`config.mk`:
```
export PLATFORM = sky130hd
export DESIGN_NAME = ifetch
export DESIGN_NICKNAME = d
export VERILOG_FILES = /design/src/rtl/ifetch.sv
export SDC_FILE = /design/constraint.sdc
export NUM_CORES = 1
export LEC_CHECK = 0
export ABC_AREA = 1
export CORE_ASPECT_RATIO = 0.7
export CORE_MARGIN = 2
export CORE_UTILIZATION = 40
export CTS_BUF_LIST = sky130_fd_sc_hd__clkbuf_4
export CTS_CLUSTER_DIAMETER = 120
export CTS_CLUSTER_SIZE = 24
export DETAILED_ROUTE_END_ITERATION = 16
export PLACE_DENSITY_LB_ADDON = 0.3
export SLEW_MARGIN = 25
export SYNTH_ARGS = -nofsm -noshare
export SYNTH_HDL_FRONTEND = slang
export SYNTH_SLANG_ARGS = --single-unit
```
`constraint.sdc`:
```
create_clock -name clk -period 4.6 [get_ports clk]
set_input_delay 0.46 -clock clk [delete_from_list [all_inputs] [get_ports clk]]
set_output_delay 0.46 -clock clk [all_outputs]
set_load 0.005 [all_outputs]
```
`src/rtl/ifetch.sv`:
```
`default_nettype none
// +----------------------------------------------------------------------------+
// | Module      : ifetch                                                       |
// | Description : Single-slot instruction fetch stage. Reads a 64-word         |
// |               combinational instruction memory at pc[7:2], registers the   |
// |               word with its PC and hands it downstream on a valid/ready    |
// |               handshake. Supports redirect, halt and a transfer counter.   |
// |               Optional macro IFETCH_ALIGN_CHECK_EN adds the align_err      |
// |               output and traps misaligned redirect targets.                |
// | Revision    : 1.0 - initial release                                        |
// +----------------------------------------------------------------------------+
module ifetch #(
  parameter logic [31:0] RESET_PC = 32'h0000_0000
) (
  input  logic        clk,
  input  logic        reset_b,
  output logic [5:0]  imem_a,
  input  logic [31:0] imem_rd,
  input  logic        redirect,
  input  logic [31:0] redirect_pc,
  input  logic        halt,
  output logic [31:0] instr,
  output logic [31:0] instr_pc,
  output logic        instr_valid,
  input  logic        instr_ready,
  output logic [15:0] fetch_cnt
`ifdef IFETCH_ALIGN_CHECK_EN
  ,
  output logic        align_err
`endif
);

  localparam logic [1:0] BOOT   = 2'd0;
  localparam logic [1:0] RUN    = 2'd1;
  localparam logic [1:0] HALTED = 2'd2;

  logic [1:0]  r_state;
  logic [31:0] r_pc;
  logic [31:0] r_instr;
  logic [31:0] r_instr_pc;
  logic        r_valid;
  logic [15:0] r_fetch_cnt;

  logic        w_xfer;
  logic        w_free;
  logic        w_bad;
  logic [31:0] w_target;

  // Handshake: a transfer empties the slot so a new word can be captured in
  // the same cycle. The redirect target is forced to a word boundary.
  assign w_xfer   = r_valid & instr_ready;
  assign w_free   = ~r_valid | w_xfer;
  assign w_target = redirect_pc & 32'hFFFF_FFFC;

`ifdef IFETCH_ALIGN_CHECK_EN
  logic r_align_err;

  assign w_bad     = (r_state != BOOT) & redirect & (redirect_pc[1:0] != 2'b00);
  assign align_err = r_align_err;

  // Sticky flag for a misaligned redirect target; cleared only by reset.
  always_ff @(posedge clk or negedge reset_b) begin
    if (!reset_b)   r_align_err <= 1'b0;
    else if (w_bad) r_align_err <= 1'b1;
  end
`else
  assign w_bad = 1'b0;
`endif

  // Memory address aliases onto 64 words regardless of pc[31:8].
  assign imem_a      = r_pc[7:2];
  assign instr       = r_instr;
  assign instr_pc    = r_instr_pc;
  assign instr_valid = r_valid;
  assign fetch_cnt   = r_fetch_cnt;

  // Transfer counter: every handshake counts, including one that coincides
  // with a redirect flush.
  always_ff @(posedge clk or negedge reset_b) begin
    if (!reset_b)    r_fetch_cnt <= 16'h0000;
    else if (w_xfer) r_fetch_cnt <= r_fetch_cnt + 16'h0001;
  end

  // Fetch control: BOOT idles one cycle; redirect beats halt and capture;
  // halt stops captures but lets the held word drain.
  always_ff @(posedge clk or negedge reset_b) begin
    if (!reset_b) begin
      r_state    <= BOOT;
      r_pc       <= RESET_PC;
      r_instr    <= 32'h0000_0000;
      r_instr_pc <= 32'h0000_0000;
      r_valid    <= 1'b0;
    end else begin
      case (r_state)
        BOOT: begin
          r_state <= RUN;
        end
        RUN: begin
          if (redirect) begin
            r_valid <= 1'b0;
            if (w_bad) begin
              r_state <= HALTED;
            end else begin
              r_pc <= w_target;
              if (halt) r_state <= HALTED;
            end
          end else if (halt) begin
            r_state <= HALTED;
            if (w_xfer) r_valid <= 1'b0;
          end else if (w_free) begin
            r_instr    <= imem_rd;
            r_instr_pc <= r_pc;
            r_valid    <= 1'b1;
            r_pc       <= r_pc + 32'd4;
          end
        end
        HALTED: begin
          if (redirect) begin
            // Redirect while halted moves the PC but keeps the stage halted.
            r_valid <= 1'b0;
            if (!w_bad) r_pc <= w_target;
          end else begin
            if (w_xfer) r_valid <= 1'b0;
            if (!halt)  r_state <= RUN;
          end
        end
        default: begin
          r_state <= BOOT;
        end
      endcase
    end
  end

endmodule
`default_nettype wire

```
==> results by group <==
Timing
  – Slew HR: 51.8%
  – Unrepaired setup endpoints after global routing: false
  – Final period util: 48.2%
  – Final Max Tran Viols: 0
  – Final setup vio count: 0
  – Hold Fails Final Rpt: 0
  – Fin crit period: 2.22 ns
  – Worst Clk Skew: 0.0120 ns
  – Max Fclk: 451 MHz
  – Worst-Margin Slew: 0.721 ns
  – Final hold slack: 0.456 ns
  – Setup TNS: 0 ns

Yosys
  – Post-Syn Instances: 676
  – Dominant cell type by area after synthesis: dfrtp_1
  – Largest cells by area after synthesis: dfrtp_1, nand2_1, mux2_2
  – EDFF count, synth: 0
  – Register area share after synthesis: 48.7%
  – Synth top area share: 48.7%
  – Warnings, synthesis: 0
  – Seq cells post-synth: 111
  – Synthesized area per cell: 8.44 um^2
  – Async SR Flop Fraction: 100%
  – Post-Syn Area: 0.00571 mm^2
  – Dominant synthesized flop cell: dfrtp_1
  – Synth cell types: 37

Floorplan
  – Placeable Area: 0.0139 mm^2
  – I/O pins: 156
  – Die area: 0.0152 mm^2
  – Num rows: 36
  – Initial Util: 41.0%
  – Die height: 104 um
  – Die Wd: 147 um

Worst setup path
  – Crit path cell chain: clkdlybuf4s50_1 > nor2_2 > nand3_4 > buf_4 > mux2_4
  – CP startpoint kind: input port
  – Setup CP Type: in -> reg
  – CP Capture Type: register
  – CP max FO: 59
  – Critical path's slowest cell: nand3_4
  – Crit-path max cell delay: 0.54 ns
  – CP required: 4.97 ns
  – Worst Path Arrival: 2.59 ns

Flow run
  – Max-cap violations: 0

Clock network
  – Clock Path Buffers: 2
  – Post_cts resized: 0
  – CTS clk-pin slew, worst paths: 0.17 ns
  – Worst-Skew Late Latency: 0.46 ns
  – CTS tree: yes
  – Post-CTS Hold Buffers: 1
  – CTS sink count: 111
  – Clock root cell: clkbuf_4
  – CTS Buf Count: 9
  – # Post-CTS Setup Buffers: 0
  – CTS H-tree lvls: 3

Cells and area
  – Multi-input combinational cell area: 0.00251 mm^2
  – Fraction of layout cells with a size suffix above 1: 11.2%
  – Sequential cell area: 0.00278 mm^2
  – Fillers: 1319
  – Final design utilization: 53.4%
  – P&R area growth vs syn: 30.4%
  – Commonest cells after routing, fill and taps aside: nand2_1, clkdlybuf4s50_1, dfrtp_1, nor2_1, inv_1
  – Nets: 890
  – Commonest non-fill, non-tap cell in the layout: nand2_1

Power
  – Worst IR drop on VDD: 0.000264 V
  – Leak: 3.36 nW
  – Cell Pwr Density: 560 mW/mm^2

Global routing
  – First-pass GRT wire length: 23.8 mm
  – Initial antenna violation count: 1
  – Vias in the first global route: 4528
  – GRT Util Overall: 19.4%
  – GRT overflow: 0
  – Largest net degree at the start of global routing: 60

Drt
  – WL final: 14.1 mm
  – Post-route ant nets: 0
  – DR WL/cell: 14.0 um
  – Iter 0 DRT Violations: 371
  – Vias per cell: 4.76
  – Remaining DRCs: 0
  – First-pass DRT Iterations: 4
  – Vias: 4814

Placed design
  – Placer Congestion: 0.924
  – I/O Buffers: 151
  – Detailed Place HPWL: 10.4 mm

Worst hold path
  – Hold Path Class: in -> async

Outcome
  – Status: completed
## final timing paths
check | startpoint | to | slack (ns) | cells after the start
max | redirect | instr[29] | 2.38 | 5
min | reset_b | instr[28] | 0.46 | 2
max reg2reg | r_state[1] | instr[29] | 2.39 | 5
min reg2reg | instr_pc[2] | instr_pc[2] | 0.51 | 2
max in group asynchronous | reset_b | r_pc[26] | 3.21 | 3
min in group clk | instr_pc[2] | instr_pc[2] | 0.51 | 2
## flip-flops by register name (all words and copies together) (netlist names)
signal	cells
fetch_cnt	16
instr_valid	1
r_pc	30
r_state	2
instr	32
instr_pc	30
## power breakdown
part           total [W]  switching, W  internal (W)  leakage [nW]
logic            0.00197      0.000923       0.00104          1.94
registers        0.00174      0.000337       0.00140          1.37
clock network   0.000460      0.000341      0.000118        0.0625
total            0.00416       0.00160       0.00256          3.36
## stage by stage
stage | instance area (um^2) | setup WS, ns | std cells | total power (W)
floorplan | 5710 | 3.09 | 677 | 0.00280
global placement | 7300 | 1.85 | 994 | 0.00370
detailed placement | 7300 | 1.84 | 994 | 0.00373
CTS | 7430 | 2.36 | 1011 | 0.00421
global route | 7440 | 2.19 | 1012 | 0.00454
finish | 7440 | 2.38 | 1012 | 0.00416
## layer usage
layer | vias to the layer above | part of all wire [%] | global-route usage [%]
li1 | 2419 | - | -
met1 | 2232 | 53 | 31.2
met2 | 155 | 40 | 26.8
met3 | 8 | 6.0 | 3.60
met4 | 0 | 0.82 | 4.16
met5 | - | 0 | 0
## synthesized netlist by cell type, drive strengths merged (6+ instances only)
library cell    n
buf            24
mux2           36
xnor2           6
nor2          101
inv            61
o21ai          51
dfrtp         111
nor3            7
xor2            9
nand2         197
a21oi          11
nand3          35
## cell families after synthesis
family | synth area share, %
simple gates | 26.5
flops | 48.7
buf+inv | 7.30
compound gates | 6.53
mux | 7.50
xor+xnor | 2.30
fa+ha+maj | 1.10
other cells | 0.0657
## cell type report
| class | instances | share of cell area, % |
|---|---|---|
| Inverter | 61 | 3.11 |
| Multi-Input combinational cell | 477 | 33.8 |
| Clock inverter | 7 | 0.757 |
| Clock buffer | 9 | 0.908 |
| Sequential cell | 111 | 37.3 |
| Tap cell | 190 | 3.20 |
| Antenna cell | 1 | 0.0336 |
| Timing Repair Buffer | 156 | 20.8 |
## worst max-delay path: cells and delay by family
kind	cells	cell delay, ns
muxes	1	0.33
buffers and inverters	2	1.01
and+or+nand+nor	2	0.76
Note: power is estimated with default switching activity, not from simulation.
